$ cat config.mk
export PLATFORM = sky130hd
export DESIGN_NAME = ej32_fetch
export DESIGN_NICKNAME = d
export VERILOG_FILES = /design/src/rtl/ej32_fetch.sv
export SDC_FILE = /design/constraint.sdc
export NUM_CORES = 1
export LEC_CHECK = 0
export BUFFER_PORTS_ARGS = -buffer_cell sky130_fd_sc_hd__buf_2
export CORE_MARGIN = 1
export CORE_UTILIZATION = 35
export CTS_CLUSTER_SIZE = 24
export DETAILED_ROUTE_END_ITERATION = 8
export GPL_TIMING_DRIVEN = 0
export HOLD_SLACK_MARGIN = 0.08
export SKIP_CTS_REPAIR_TIMING = 1
export SYNTH_ARGS = -nofsm -noshare
export SYNTH_HDL_FRONTEND = slang
export SYNTH_SLANG_ARGS = --single-unit
$ cat constraint.sdc
create_clock -name clk -period 2.83 [get_ports clk]
set_clock_uncertainty 0.15 [all_clocks]
set_input_delay 0.283 -clock clk [delete_from_list [all_inputs] [get_ports clk]]
set_output_delay 0.283 -clock clk [all_outputs]
set_load 0.005 [all_outputs]
$ cat src/rtl/ej32_fetch.sv
// Instruction-byte prefetch unit for the EJ32 core: fetches bytes from the
// memory bus into a small FIFO and presents the head byte to the decoder.
module ej32_fetch #(
  parameter int ASZ = 17,
  parameter int QD  = 4
) (
  input  logic                 clk,
  input  logic                 rst_n,
  input  logic [ASZ-1:0]       br_p_i,
  input  logic                 br_psel_i,
  output logic                 mem_req_o,
  output logic [ASZ-1:0]       mem_a_o,
  input  logic                 mem_gnt_i,
  input  logic [7:0]           mem_d_i,
  output logic [7:0]           op_o,
  output logic                 op_v_o,
  input  logic                 op_rdy_i,
  output logic [ASZ-1:0]       p_o,
  output logic [$clog2(QD):0]  q_cnt_o
);

  localparam int AW = $clog2(QD);
  localparam logic [AW+1:0]  QD_L  = (AW+2)'(QD);
  localparam logic [ASZ-1:0] ONE_A = ASZ'(1);
  localparam logic [AW-1:0]  ONE_P = AW'(1);
  localparam logic [AW:0]    ONE_C = (AW+1)'(1);

  typedef enum logic [0:0] {
    RUN   = 1'b0,
    FLUSH = 1'b1
  } state_e;

  state_e         state_q, state_d;
  logic [ASZ-1:0] f_a_q, f_a_d;
  logic [ASZ-1:0] p_q, p_d;
  logic [7:0]     op_q, op_d;
  logic [AW:0]    cnt_q, cnt_d;
  logic [AW-1:0]  rd_q, rd_d;
  logic [AW-1:0]  wr_q, wr_d;
  logic           infl_q, infl_d;
  logic [7:0]     buf_q [QD];

  logic           room_s;
  logic           req_s;
  logic           grant_s;
  logic           push_s;
  logic           pop_s;

  // Request and queue handshake qualifiers; a redirect suppresses all of them.
  always_comb begin
    room_s  = ({1'b0, cnt_q} + {{(AW+1){1'b0}}, infl_q}) < QD_L;
    req_s   = rst_n & room_s & ~br_psel_i;
    grant_s = req_s & mem_gnt_i;
    push_s  = infl_q & (state_q == RUN) & ~br_psel_i;
    pop_s   = (cnt_q != '0) & op_rdy_i & ~br_psel_i;
    infl_d  = grant_s;
  end

  // Next-state logic: RUN while the stream is valid, FLUSH for the cycle after a redirect.
  always_comb begin
    state_d = state_q;
    case (state_q)
      RUN: begin
        if (br_psel_i) begin
          state_d = FLUSH;
        end else begin
          state_d = RUN;
        end
      end
      FLUSH: begin
        if (br_psel_i) begin
          state_d = FLUSH;
        end else begin
          state_d = RUN;
        end
      end
      default: state_d = RUN;
    endcase
  end

  // Pointer, count and head-byte next-state; redirect overrides push and pop.
  always_comb begin
    f_a_d = f_a_q;
    p_d   = p_q;
    cnt_d = cnt_q;
    rd_d  = rd_q;
    wr_d  = wr_q;
    op_d  = op_q;
    if (br_psel_i) begin
      f_a_d = br_p_i;
      p_d   = br_p_i;
      cnt_d = '0;
      rd_d  = '0;
      wr_d  = '0;
    end else begin
      if (grant_s) begin
        f_a_d = f_a_q + ONE_A;
      end else begin
        f_a_d = f_a_q;
      end
      if (push_s) begin
        wr_d = wr_q + ONE_P;
      end else begin
        wr_d = wr_q;
      end
      if (pop_s) begin
        rd_d = rd_q + ONE_P;
        p_d  = p_q + ONE_A;
      end else begin
        rd_d = rd_q;
        p_d  = p_q;
      end
      case ({push_s, pop_s})
        2'b10:   cnt_d = cnt_q + ONE_C;
        2'b01:   cnt_d = cnt_q - ONE_C;
        default: cnt_d = cnt_q;
      endcase
    end
    // The arriving byte lands in the head slot only when it is the sole survivor.
    if (cnt_d != '0) begin
      if (push_s && (wr_q == rd_d)) begin
        op_d = mem_d_i;
      end else begin
        op_d = buf_q[rd_d];
      end
    end else begin
      op_d = op_q;
    end
  end

  // State and datapath registers with synchronous active-low reset.
  always_ff @(posedge clk) begin
    if (!rst_n) begin
      state_q <= RUN;
      f_a_q   <= '0;
      p_q     <= '0;
      op_q    <= 8'h00;
      cnt_q   <= '0;
      rd_q    <= '0;
      wr_q    <= '0;
      infl_q  <= 1'b0;
    end else begin
      state_q <= state_d;
      f_a_q   <= f_a_d;
      p_q     <= p_d;
      op_q    <= op_d;
      cnt_q   <= cnt_d;
      rd_q    <= rd_d;
      wr_q    <= wr_d;
      infl_q  <= infl_d;
    end
  end

  // Queue storage; contents beyond the count are don't-care, so no reset.
  always_ff @(posedge clk) begin
    if (push_s) begin
      buf_q[wr_q] <= mem_d_i;
    end
  end

  assign mem_req_o = req_s;
  assign mem_a_o   = f_a_q;
  assign op_o      = op_q;
  assign op_v_o    = (cnt_q != '0);
  assign p_o       = p_q;
  assign q_cnt_o   = cnt_q;

endmodule
# Word level (Yosys, flattened, before mapping)
# Memory sizes are Yosys's and may differ from the RTL's. A register that Yosys moved wholly into a read port is not among the register bits.
# Index checks and enable logic that the tools add are counted.
# Widths: inputs -> output; s select.
# word_totals
register_bits	43
ram_bits	32
input_bits	30
out_inout_bits	47
n_memories	1
# memory_table
name	depth	width	rd	rd_ports_with_merged_regs	wr	line	text
buf_q	4	8	1	1	1	41	logic [7:0] buf_q [QD];
# op_classes
add_sub_neg	7
magnitude_cmp	1
n_eq_ne	2
muxes	11
bitwise_logic	10
reduce_logical	6
# ops
cell	n
$mux 17	4
$add 17x1->17 const B	2
$and 1x1->1	7
$pmux 3 s2	1
$reduce_bool 3->1	2
$add 2x1->2 const B	2
$add 3x1->4	1
$lt 4x3->1 const B	1
$mux 2	2
$reduce_bool 2->1	2
$add 3x1->3 const B	1
$mux 1	3
$mux 3	1
$not 1->1	3
$sub 3x1->3 const B	1
$eq 2x1->1 const B	1
$eq 2x2->1 const B	1
$reduce_or 2->1	1
$logic_not 1->1	1

# Longest topological paths before layout
# Gate-level depths: netlist (run 1).
# depth
ltp_word	7
depth_mapped	12
depth_no_buf	10

# Least setup slack after synthesis (run 1)
# No wires, ideal clock.
# synth_path
path_kind	input port to flip-flop
start	input port br_psel_i
end	register op_q[0], in the netlist op_o[0], read port of buf_q
setup_time_ns	0.083
arrival_ns	2.801
t_required_ns	2.597
slack_ns	-0.204
path_stages	12
cell_sequence	clkinv_1 > clkbuf_1 > clkbuf_1 > and2_1 > ha_1 > fa_1 > xor2_1 > mux2i_1 > a21oi_2 > a21bo_1 > buf_2 > o221ai_1
# synth_between
elab_chain_cells	6
elab_cells_between_ends	10
classes_between	eq/ne (2); mux (4); bitwise (3); reduce/logical (1)
# synth_rtl
item	line	text
start, declared	10	input logic br_psel_i,
$not 1->1	54, 55	
$and 1x1->1 (on tied branches)	55, 54	
$eq 2x1->1 or $eq 2x2->1 (tied branches)	113	case ({push_s, pop_s})
$pmux 3 s2	113	
$mux 3	89	if (br_psel_i) begin
$reduce_bool 3->1	120	if (cnt_d != '0) begin
end, declared	36	logic [7:0] op_q, op_d;
# Parallel ways exist; a longest one is shown, timed or not.
# A chain may end at the register's enable or synchronous reset.

# Final worst setup path (run 1)
# layout_path
start	register cnt_q[0], in the netlist q_cnt_o[0]
end	register op_q[4], in the netlist op_o[4], read port of buf_q
# layout_between
elab_chain_cells	7
elab_cells_between_ends	12
classes_between	add/sub (2); eq/ne (2); mux (4); bitwise (2); reduce/logical (2)
# layout_rtl
item	line	text
start, declared	37	logic [AW:0] cnt_q, cnt_d;
start signal, assigned	147	cnt_q <= cnt_d;
$reduce_bool 3->1	55	pop_s = (cnt_q != '0) & op_rdy_i & ~br_psel_i;
$and 1x1->1 (2 in a row)	55	
$eq 2x1->1 or $eq 2x2->1 (tied branches)	113	
$pmux 3 s2	113	
$mux 3	89	
$reduce_bool 3->1	120	
# Parallel ways exist; a longest one is shown, timed or not.

==> summary.md, run 1 <==
| Metric | Value |
|---|---|
| RD Place Congestion | `0.821` |
| Most common cell after layout, fill and taps aside | `buf_2` |
| # setup viols final | `8` |
| DP HPWL | `roughly 7600 µm` |
| Drt drc | `0` |
| Num CTS Buffers | `9` |
| Sequential-to-total area share from yosys stat | `0.504` |
| Met3 wire length | `651 µm` |
| Area of the multi-input gates | `1890 µm²` |
| #FFs+latches synth | `83` |
| Crit Reg-Reg Startpoint | `q_cnt_o[0]` |
| Yosys top cell by area | `dfxtp_1` |
| Final Hold Fails | `0` |
| DIE HEIGHT | `108 µm` |
| Worst Hold End | `p_o[6]` |
| H-tree depth | `3` |
| Run status | `finished, violations left` |
| Wirelength per Cell | `16.7 µm` |
| Gr ovfl total | `0` |
| Worst-Skew Late Latency | `0.35 ns` |
| Detailed Route Iter0 Violations | `150` |
| Clk buf depth | `2` |
| GRT Total Usage | `0.185` |
| Min-delay worst type | `in2reg` |
| Setup TNS | `-0.272 ns` |
| Max Cap Viol | `0` |
| Hold Path Stages | `3` |
| Antenna Cells | `0` |
| Largest cells by area after synthesis | `dfxtp_1 26%, edfxtp_1 24%, a21oi_1 3.7%, nand2_1 3.3%, xnor2_1 3.3%` |
| Reg2reg end | `op_o[4]` |
| Synth top area share | `0.260` |
| Setup WS post-layout | `-0.0436 ns` |
| DR vias/cell | `approximately 5.2` |
| Final Max Tran Viols | `0` |
| Antenna violations before repair | `0` |
| Wirelength, routed | `10800 µm` |
| Final Cycle Share | `1.02` |
| Highest metal used | `met4` |
| Mapped Nets | `~440` |
| Cell area after synthesis | `about 3900 µm²` |
| Clk slew on worst S/H paths | `around 0.090 ns` |
| PortBufs | `76` |
| Hold Crit Start | `br_p_i[6]` |
| Worst Setup Start Kind | `flop` |
| Fraction of registers with async set/reset | `0` |
| Util after Layout | `0.464` |
| Hold_ws | `0.0756 ns` |
| 1st-pass router iterations | `4` |
| # clock sinks | `just over 80` |
| Reg2reg path depth | `11` |
| Critical Path End Type | `flop` |
| Post-route ant nets | `0` |
| Fmax | `0.348 GHz` |
| Die Span X | `around 110 µm` |
| R2R setup slack | `-0.04 ns` |
| Die ar. | `11700 µm²` |
| Most frequent cells in the layout | `82 x buf_2, 47 x dfxtp_1, 35 x nand2_1` |
| P&R area growth vs syn | `28.3%` |
| # fillers | `1042` |
| Number of global-route vias before repair | `approximately 3000` |
| Pin slew with the least headroom to its limit | `0.901 ns` |
| Min Tclk post-route | `around 2.9 ns` |
| Crit-path max FO | `8` |
| Failing checks | `setup timing` |
| Critical Path AT | `just under 3 ns` |
| Global-route wire length before repair | `16200 µm` |
| Cell variety after synth | `51` |
| Mean post-synth cell area | `a little under 10 µm²` |
| Ys flop type | `dfxtp_1` |
| VDD IR max | `0.271 mV` |
| Kind of critical path | `reg2reg` |
| Placeable core region | `10900 µm²` |
| PD cells | `506 nW/µm²` |
| Mapped Cells | `399` |
| Post-Place Setup Slack | `-0.759 ns` |
| Rows | `38` |
| Initial Util | `0.361` |
| Ports | `77` |
| Layout Nets | `544` |
| Clock Root Buffer | `clkbuf_8` |
| Register Area | `1990 µm²` |
| Static Leak | `0.00195 µW` |
| Vias post-DR | `3415` |
| Met2 WL | `4960 µm` |
| Yosys warning total | `0` |
| Critical Path RT | `2.90 ns` |
| CTS tree | `built` |
| Fraction of layout cells with a size suffix above 1 | `0.294` |
| Unrepaired setup endpoints after global routing | `yes` |
| Number of synthesized flops with an enable pin | `32` |
| Largest net degree at the start of global routing | `14` |
| Power, Total | `~2600 µW` |
| Relative slew slack | `0.394` |
| Metal1 wirelength | `5060 µm` |
[power breakdown]
part | leakage [µW] | internal (µW) | total (µW) | switching [µW]
registers | 0.000710 | 1270 | 1310 | 40.5
logic | 0.00113 | 102 | 232 | 130
clock network | 0.000116 | 576 | 1010 | 433
total | 0.00195 | 1950 | 2560 | 604
[through the flow]
step | area [µm²] | cells
after floorplan | 4040 | 399
after global placement | 4590 | 615
after detailed placement | 4590 | 615
after CTS | 4820 | 631
after global routing | 5050 | 651
final | 5050 | 651
[cells by family after synthesis]
logic type,count (synthesis),share of synthesized area
xor gates and xnor gates,27,0.0620
DFF,83,0.504
AOI/OAI and AO/OA,104,0.167
muxes,13,0.0369
and+or+nand+nor,126,0.159
buffers and inverters,38,0.0439
adders and majority gates,8,0.0274
[per-layer routing]
metal	global-route usage	vias up
li1	-	1670
met1	0.268	1630
met2	0.273	103
met3	0.0229	12
met4	0.0861	0
met5	0	-
[Yosys cell counts (2+ instances only)]
cell type,n
a211oi_1,4
a21oi_1,29
a21oi_2,2
a31oi_1,5
a32oi_1,3
and2_1,4
and3_1,10
buf_2,8
buf_6,2
clkbuf_1,13
dfxtp_1,51
edfxtp_1,32
ha_1,7
inv_1,12
mux2_2,8
mux2i_1,4
nand2_1,35
nand2b_1,3
nand3_1,15
nand4_1,10
nor2_1,26
nor3_1,8
nor4_1,4
o21a_1,8
o21ai_0,20
o21ai_1,2
o221ai_1,8
o22ai_1,16
or3_1,3
or4b_1,2
xnor2_1,15
xor2_1,11
[area by class of cell]
| type | instances | area share |
|---|---|---|
| buffer | 23 | 0.0280 |
| clock buffer | 9 | 0.0245 |
| clock inverter | 7 | 0.0211 |
| inverter | 14 | 0.0109 |
| multi-input combinational | 278 | 0.375 |
| sequential | 83 | 0.395 |
| tap | 140 | 0.0347 |
| timing repair buffer | 97 | 0.112 |
[worst max-delay path by stage]
stage | start | endpoint | slack (ns) | depth (start not counted)
6_report | q_cnt_o[0] | op_o[4] | -0.04 | 11
5_1_grt | q_cnt_o[0] | op_o[4] | -0.15 | 11
3_5_place_dp | br_psel_i | op_o[4] | -0.76 | 13
3_3_place_gp | br_psel_i | op_o[6] | -0.72 | 13
2_1_floorplan | q_cnt_o[0] | op_o[0] | -0.05 | 11
4_1_cts | infl_q | op_o[4] | -0.54 | 12
[critical path: stages, from the launching register on]
cell,delay (ns)
dfxtp_4,0.36
o31a_1,0.30
buf_6,0.13
and2_4,0.15
ha_4,0.17
fa_2,0.38
xor2_4,0.23
mux2i_4,0.29
a21oi_4,0.08
a21bo_1,0.21
buf_6,0.17
o221ai_2,0.10
[state kept, by name (all words and copies together), names as in the netlist]
register  cells
wr_q          2
state_q       1
q_cnt_o       3
buf_q        32
mem_a_o      17
op_o          8
infl_q        1
rd_q          2
p_o          17
Note: power is estimated with default switching activity, not from simulation.
==> run 2: changes to the inputs <==
--- a/config.mk
+++ b/config.mk
@@ -5,6 +5,7 @@
 export SDC_FILE = /design/constraint.sdc
 export NUM_CORES = 1
 export LEC_CHECK = 0
+export ABC_AREA = 1
 export BUFFER_PORTS_ARGS = -buffer_cell sky130_fd_sc_hd__buf_2
 export CORE_MARGIN = 1
 export CORE_UTILIZATION = 35
==> run 2 against run 1 <==
The run now ends clean. Worst hold slack improved by 0.032 ns. Highest routed layer unchanged. Largest cell class unchanged. Register-to-register slack better by 0.21 ns. Critical endpoint unchanged. Synthesized cell count increased by 42%. Fmax up 8.0%.
==> summary.md, run 2 <==
| Metric | Value |
|---|---|
| Fraction of registers with async set/reset | `0 (unchanged)` |
| Rows | `40 (was 38)` |
| Register Area | `1990 µm² (about the same)` |
| Post-route ant nets | `0 (unchanged)` |
| Yosys top cell by area | `dfxtp_1 (unchanged)` |
| Most common cell after layout, fill and taps aside | `nand2_1 (was buf_2)` |
| 1st-pass router iterations | `5 (was 4)` |
| Final Non-Filler Cells | `834 (was 651)` |
| Drt drc | `0 (unchanged)` |
| Placeable core region | `12100 µm² (was 10900 µm²)` |
| # setup viols final | `0 (was 8)` |
| Pin slew with the least headroom to its limit | `0.928 ns (was 0.901 ns)` |
| Crit-path max FO | `10 (was 8)` |
| Top cells by count, synth | `127 x nand2_1, 94 x inv_1, 51 x dfxtp_1 (was 51 x dfxtp_1, 35 x nand2_1, 32 x edfxtp_1)` |
| Vias post-DR | `4151 (was 3415)` |
| Number of global-route vias before repair | `3904 (was 3029)` |
| # fillers | `1266 (was 1042)` |
| Placed Cells | `808 (was 615)` |
| Int Power | `2150 µW (was 1950 µW)` |
| Final Hold Fails | `0 (unchanged)` |
| Cell area after synthesis | `4370 µm² (was 3930 µm²)` |
| Setup TNS | `0 ns (was -0.272 ns)` |
| Most frequent cell after synthesis | `nand2_1 (was dfxtp_1)` |
| Min Tclk post-route | `2.66 ns (was 2.87 ns)` |
| Max incr delay on CP | `0.37 ns (was 0.38 ns)` |
| #FFs+latches synth | `83 (unchanged)` |
| Sw Pwr | `683 µW (was 604 µW)` |
| Yosys warning total | `0 (unchanged)` |
| Wirelength per Cell | `14.9 µm (was 16.7 µm)` |
| Largest cells by area after synthesis | `dfxtp_1 23%, edfxtp_1 22%, nand2_1 11%, inv_1 8.1%, nand3_1 4.8% (was dfxtp_1 26%, edfxtp_1 24%, a21oi_1 3.7%, nand2_1 3.3%, xnor2_1 3.3%)` |
| Critical path, cell by cell | `nor2_4, nand2_4, nand2_4, nor2_4, buf_8, ha_4, fa_2, nor2_2, nor2_1, nand2_1, nand3_2, nand3_4, buf_6, buf_12, nand3_1, nand2_1, inv_1 (was o31a_1, buf_6, and2_4, ha_4, fa_2, xor2_4, mux2i_4, a21oi_4, a21bo_1, buf_6, o221ai_2)` |
| RD Place Congestion | `0.888 (was 0.821)` |
| Combinational group share of total power | `0.094 (was 0.091)` |
| Layout Nets | `700 (was 544)` |
| Worst Setup Start Kind | `flop (unchanged)` |
| DP HPWL | `8980 µm (was 7590 µm)` |
| Sequential share of power | `0.467 (was 0.514)` |
| Reg with most FFs | `buf_q (unchanged)` |
| Fmax | `0.376 GHz (was 0.348 GHz)` |
| DR vias/cell | `4.98 (was 5.25)` |
| Relative slew slack | `0.379 (was 0.394)` |
| Cell variety after synth | `35 (was 51)` |
| Critical Path End Type | `flop (unchanged)` |
| Antenna Cells | `0 (unchanged)` |
| Final Max Tran Viols | `0 (unchanged)` |
| Post-Place Setup Slack | `-0.689 ns (was -0.759 ns)` |
| Critical Path AT | `2.75 ns (was 2.94 ns)` |
| Gr ovfl total | `0 (unchanged)` |
| Power, Total | `2830 µW (was 2560 µW)` |
| # clock sinks | `83 (unchanged)` |
| Run status | `complete, no violations (was finished, violations left)` |
| Fraction of layout cells with a size suffix above 1 | `0.206 (was 0.294)` |
| Most frequent cells in the layout | `127 x nand2_1, 93 x inv_1, 79 x buf_2 (was 82 x buf_2, 47 x dfxtp_1, 35 x nand2_1)` |
| Detailed Route Iter0 Violations | `312 (was 150)` |
| Global-route wire length before repair | `19800 µm (was 16200 µm)` |
| Antenna violations before repair | `0 (unchanged)` |
| Max FFs per register | `32 (unchanged)` |
| Area of the multi-input gates | `1970 µm² (was 1890 µm²)` |
| Clk slew on worst S/H paths | `0.06 ns (was 0.09 ns)` |
| CTS tree | `built (unchanged)` |
| DIE HEIGHT | `114 µm (was 108 µm)` |
| H-tree depth | `3 (unchanged)` |
| CP bufs+invs | `4 (was 2)` |
| Static Leak | `0.00254 µW (was 0.00195 µW)` |
| Synth top area share | `0.233 (was 0.260)` |
| Min-delay worst type | `in2reg (unchanged)` |
| Kind of critical path | `reg2reg (unchanged)` |
| Largest net degree at the start of global routing | `14 (unchanged)` |
| Clk network pwr share | `0.439 (was 0.395)` |
| Mean post-synth cell area | `7.74 µm² (was 9.86 µm²)` |
| Wirelength, routed | `12400 µm (was 10800 µm)` |
| R2R setup slack | `0.17 ns (was -0.04 ns)` |
| Mapped Cells | `565 (was 399)` |
| Clk buf depth | `2 (unchanged)` |
| CP delay by family, top | `simple AND/OR/NAND/NOR gates (was compound AO/OA/AOI/OAI gates)` |
| VDD IR max | `0.361 mV (was 0.271 mV)` |
| GRT Total Usage | `0.200 (was 0.185)` |
| Ports | `77 (unchanged)` |
| Max Cap Viol | `0 (unchanged)` |
| Sequential-to-total area share from yosys stat | `0.453 (was 0.504)` |
| Ys flop type | `dfxtp_1 (unchanged)` |
| Util after Layout | `0.452 (was 0.464)` |
| Critical Path RT | `2.92 ns (was 2.90 ns)` |
| Final Cycle Share | `0.940 (was 1.02)` |
| Sw frac | `0.241 (was 0.236)` |
| Mapped Nets | `603 (was 437)` |
| Die Span X | `114 µm (was 108 µm)` |
| P&R area growth vs syn | `25.1% (was 28.3%)` |
| Die ar. | `12900 µm² (was 11700 µm²)` |
| Worst-Skew Late Latency | `0.34 ns (was 0.35 ns)` |
| PortBufs | `75 (was 76)` |
| Initial Util | `0.361 (about the same)` |
| Slowest cell on crit path | `dfxtp_4 (was fa_2)` |
| Unrepaired setup endpoints after global routing | `no (was yes)` |
| Num CTS Buffers | `9 (unchanged)` |
| Setup WS post-layout | `0.170 ns (was -0.0436 ns)` |
| PD cells | `518 nW/µm² (was 506 nW/µm²)` |
| Clock Root Buffer | `clkbuf_16 (was clkbuf_8)` |
| Number of synthesized flops with an enable pin | `32 (unchanged)` |
run 2: cell types whose count changed after synthesis, moves of 10 or more:
cell / change
a31oi_1: +13
and3_1: -10
inv_1: +82
nand2_1: +92
nand3_1: +27
nand4_1: +20
nor2_1: +15
o21ai_0: +10
o22ai_1: -16
xnor2_1: -10
run 2: layer usage:
metal  GRT usage  part of all wire
met3      0.0399             0.058
met1       0.246              0.43
met4      0.0675             0.017
met5           0                 0
met2       0.349              0.49
run 2: final timing paths:
path	start	endpoint	depth (start not counted)
min reg2reg	p_o[3]	p_o[3]	2
max reg2reg	q_cnt_o[1]	op_o[4]	17
min	br_p_i[12]	mem_a_o[12]	3
max	q_cnt_o[1]	op_o[4]	17
run 2: per-stage QoR:
stage / hold WS, ns / instance area (µm²)
2_1_floorplan: 0.232 / 4370
3_3_place_gp: 0.357 / 4960
3_5_place_dp: 0.366 / 4960
4_1_cts: 0.00972 / 5270
5_1_grt: 0.123 / 5470
6_report: 0.107 / 5470
run 2: worst register-to-register path, stage by stage (launching register included):
cell,delay [ns]
dfxtp_4,0.37
nor2_4,0.12
nand2_4,0.09
nand2_4,0.11
nor2_4,0.06
buf_8,0.14
ha_4,0.17
fa_2,0.35
nor2_2,0.17
nor2_1,0.06
nand2_1,0.07
nand3_2,0.09
nand3_4,0.14
buf_6,0.16
buf_12,0.11
nand3_1,0.09
nand2_1,0.07
inv_1,0.03
run 2: layout make-up:
cell class,instances,share of cell area
Sequential cell,83,0.364
Multi-Input combinational cell,364,0.361
Timing Repair Buffer,86,0.0897
Inverter,101,0.0702
Clock buffer,9,0.0412
Tap cell,168,0.0384
Buffer,17,0.0208
Clock inverter,6,0.0149
run 2: kinds of logic after synthesis:
group | Yosys count | share of synthesized area
fa+ha+maj | 8 | 0.0246
simple gates | 263 | 0.281
xor+xnor | 19 | 0.0381
flops | 83 | 0.453
compound gates | 74 | 0.0930
buf+inv | 118 | 0.110
run 2: power by group through the flow:
stage	clock, µW	combinational (µW)	sequential [µW]
after floorplan	0	133	1340
after global placement	0	246	1350
after detailed placement	0	249	1350
after CTS	1260	250	1320
after global routing	1310	298	1330
final	1240	267	1320
==> run 3: changes to the inputs <==
--- a/config.mk
+++ b/config.mk
@@ -13,6 +13,7 @@
 export DETAILED_ROUTE_END_ITERATION = 8
 export GPL_TIMING_DRIVEN = 0
 export HOLD_SLACK_MARGIN = 0.08
+export SETUP_SLACK_MARGIN = 0.3
 export SKIP_CTS_REPAIR_TIMING = 1
 export SYNTH_ARGS = -nofsm -noshare
 export SYNTH_HDL_FRONTEND = slang
==> run 3 against run 2 <==
Cell area rose by 2.4%. Via count rose by 1.4%. Die area did not move. Global-route usage fell by 0.24 points. Non-clock buffer count rose by 10. Flip-flop and latch count did not move. Sequential power barely moved. Largest power group unchanged. Utilization rose by 1.1 points. Routed wire length rose by 2.1%. Highest routed layer unchanged. Cell count rose by 1.3%.
==> summary.md, run 3 (synthesis gave the netlist of run 2 again) <==
| Metric | Value |
|---|---|
| Run status | `complete, no violations (unchanged)` |
| Util after Layout | `0.462 (was 0.452)` |
| Critical Path AT | `2.74 ns (was 2.75 ns)` |
| Unrepaired setup endpoints after global routing | `yes (was no)` |
| Ports | `77 (unchanged)` |
| Fraction of layout cells with a size suffix above 1 | `0.230 (was 0.206)` |
| Max Cap Viol | `0 (unchanged)` |
| Fmax | `0.378 GHz (was 0.376 GHz)` |
| Worst Setup Start Kind | `flop (unchanged)` |
| PD cells | `509 nW/µm² (was 518 nW/µm²)` |
| Hold_ws | `0.113 ns (was 0.107 ns)` |
| Layout Nets | `710 (was 700)` |
| Sw Pwr | `686 µW (was 683 µW)` |
| Placeable core region | `12100 µm² (unchanged)` |
| Most frequent cells in the layout | `125 x nand2_1, 92 x inv_1, 79 x buf_2 (was 127 x nand2_1, 93 x inv_1, 79 x buf_2)` |
| DP HPWL | `9090 µm (was 8980 µm)` |
| CP delay by family, top | `simple AND/OR/NAND/NOR gates (unchanged)` |
| Largest net degree at the start of global routing | `14 (unchanged)` |
| VDD IR max | `0.442 mV (was 0.361 mV)` |
| Die Span X | `114 µm (unchanged)` |
| Pin slew with the least headroom to its limit | `0.878 ns (was 0.928 ns)` |
| Min-delay worst type | `in2reg (unchanged)` |
| PortBufs | `75 (unchanged)` |
| Relative slew slack | `0.412 (was 0.379)` |
| CP bufs+invs | `4 (unchanged)` |
| Clk buf depth | `2 (unchanged)` |
| Kind of critical path | `reg2reg (unchanged)` |
| Global-route wire length before repair | `19500 µm (was 19800 µm)` |
| Clk network pwr share | `0.438 (was 0.439)` |
| Wirelength, routed | `12700 µm (was 12400 µm)` |
| R2R setup slack | `0.19 ns (was 0.17 ns)` |
| Drt drc | `0 (unchanged)` |
| H-tree depth | `3 (unchanged)` |
| Setup TNS | `0 ns (unchanged)` |
| Final Max Tran Viols | `0 (unchanged)` |
| Sw frac | `0.241 (about the same)` |
| Static Leak | `0.00260 µW (was 0.00254 µW)` |
| Sequential share of power | `0.464 (was 0.467)` |
| Vias post-DR | `4210 (was 4151)` |
| Number of global-route vias before repair | `3966 (was 3904)` |
| GRT Total Usage | `0.197 (was 0.200)` |
| Min Tclk post-route | `2.64 ns (was 2.66 ns)` |
| Die ar. | `12900 µm² (unchanged)` |
| Critical path, cell by cell | `nor2_4, nand2_4, nand2_4, nor2_4, buf_8, ha_4, fa_2, nor2_1, nor2_1, o21ai_2, nand3_4, buf_6, clkbuf_16, nand3_1, nand2_1, inv_1 (was nor2_4, nand2_4, nand2_4, nor2_4, buf_8, ha_4, fa_2, nor2_2, nor2_1, nand2_1, nand3_2, nand3_4, buf_6, buf_12, nand3_1, nand2_1, inv_1)` |
| Power, Total | `2850 µW (was 2830 µW)` |
| Clk slew on worst S/H paths | `0.06 ns (about the same)` |
| P&R area growth vs syn | `28.0% (was 25.1%)` |
| Initial Util | `0.361 (unchanged)` |
| Max FFs per register | `32 (unchanged)` |
| Final Cycle Share | `0.934 (was 0.940)` |
| Wirelength per Cell | `15.0 µm (was 14.9 µm)` |
| Slowest cell on crit path | `fa_2 (was dfxtp_4)` |
| # clock sinks | `83 (unchanged)` |
| # setup viols final | `0 (unchanged)` |
| Most common cell after layout, fill and taps aside | `nand2_1 (unchanged)` |
| Post-route ant nets | `0 (unchanged)` |
| Max incr delay on CP | `0.56 ns (was 0.37 ns)` |
| Antenna violations before repair | `0 (unchanged)` |
| Crit-path max FO | `5 (was 10)` |
| Finished Cell Area | `5600 µm² (was 5470 µm²)` |
| Worst-Skew Late Latency | `0.34 ns (about the same)` |
| Final Hold Fails | `0 (unchanged)` |
| Critical Path End Type | `flop (unchanged)` |
| Int Power | `2160 µW (was 2150 µW)` |
| Antenna Cells | `0 (unchanged)` |
| Detailed Route Iter0 Violations | `296 (was 312)` |
| Num CTS Buffers | `9 (unchanged)` |
| Reg with most FFs | `buf_q (unchanged)` |
| Critical Path RT | `2.92 ns (about the same)` |
| Clock Root Buffer | `clkbuf_16 (unchanged)` |
| 1st-pass router iterations | `5 (unchanged)` |
| CTS tree | `built (unchanged)` |
| RD Place Congestion | `0.872 (was 0.888)` |
| Combinational group share of total power | `0.098 (was 0.094)` |
| DR vias/cell | `4.98 (about the same)` |
| Rows | `40 (unchanged)` |
| Placed cell area | `5010 µm² (was 4960 µm²)` |
| Gr ovfl total | `0 (unchanged)` |
| DIE HEIGHT | `114 µm (unchanged)` |
## run 3: layout make-up
class / count / area, µm²
clock buffer: 11 / 233
clock inverter: 5 / 77.6
buffer: 17 / 118
fill: 1235 / 6510
tap: 168 / 210
inverter: 101 / 384
multi-input combinational: 364 / 2010
timing repair buffer: 96 / 578
sequential: 83 / 1990
## run 3: worst paths after layout
check	from	end	depth (start not counted)
setup / recovery	q_cnt_o[1]	op_o[1]	16
hold / removal	br_p_i[8]	mem_a_o[8]	3
setup reg to reg	q_cnt_o[1]	op_o[1]	16
hold reg to reg	mem_a_o[13]	mem_a_o[13]	2
## run 3: through the flow
stage | instances | setup slack (ns)
2_1_floorplan | 565 | 0.319
3_3_place_gp | 808 | -0.0367
3_5_place_dp | 808 | -0.0960
4_1_cts | 824 | -0.0989
5_1_grt | 845 | 0.0525
6_report | 845 | 0.186
## run 3: metal layers
layer / GRT usage / up-vias / wire length (µm)
met5: 0 / - / 0
met4: 0.0840 / 0 / 256
met3: 0.0420 / 20 / 758
met2: 0.340 / 176 / 6260
met1: 0.238 / 1957 / 5390
li1: - / 2057 / -
## run 3: tightest hold or removal path: stages
cell,delay (ns)
buf_2,0.10
nand2_1,0.09
a31oi_1,0.08
## run 3: power groups by stage
stage          clock network, µW  registers (µW)  logic [µW]
2_1_floorplan                  0            1340         136
3_3_place_gp                   0            1350         249
3_5_place_dp                   0            1350         252
4_1_cts                     1270            1320         253
5_1_grt                     1310            1330         312
6_report                    1250            1320         280
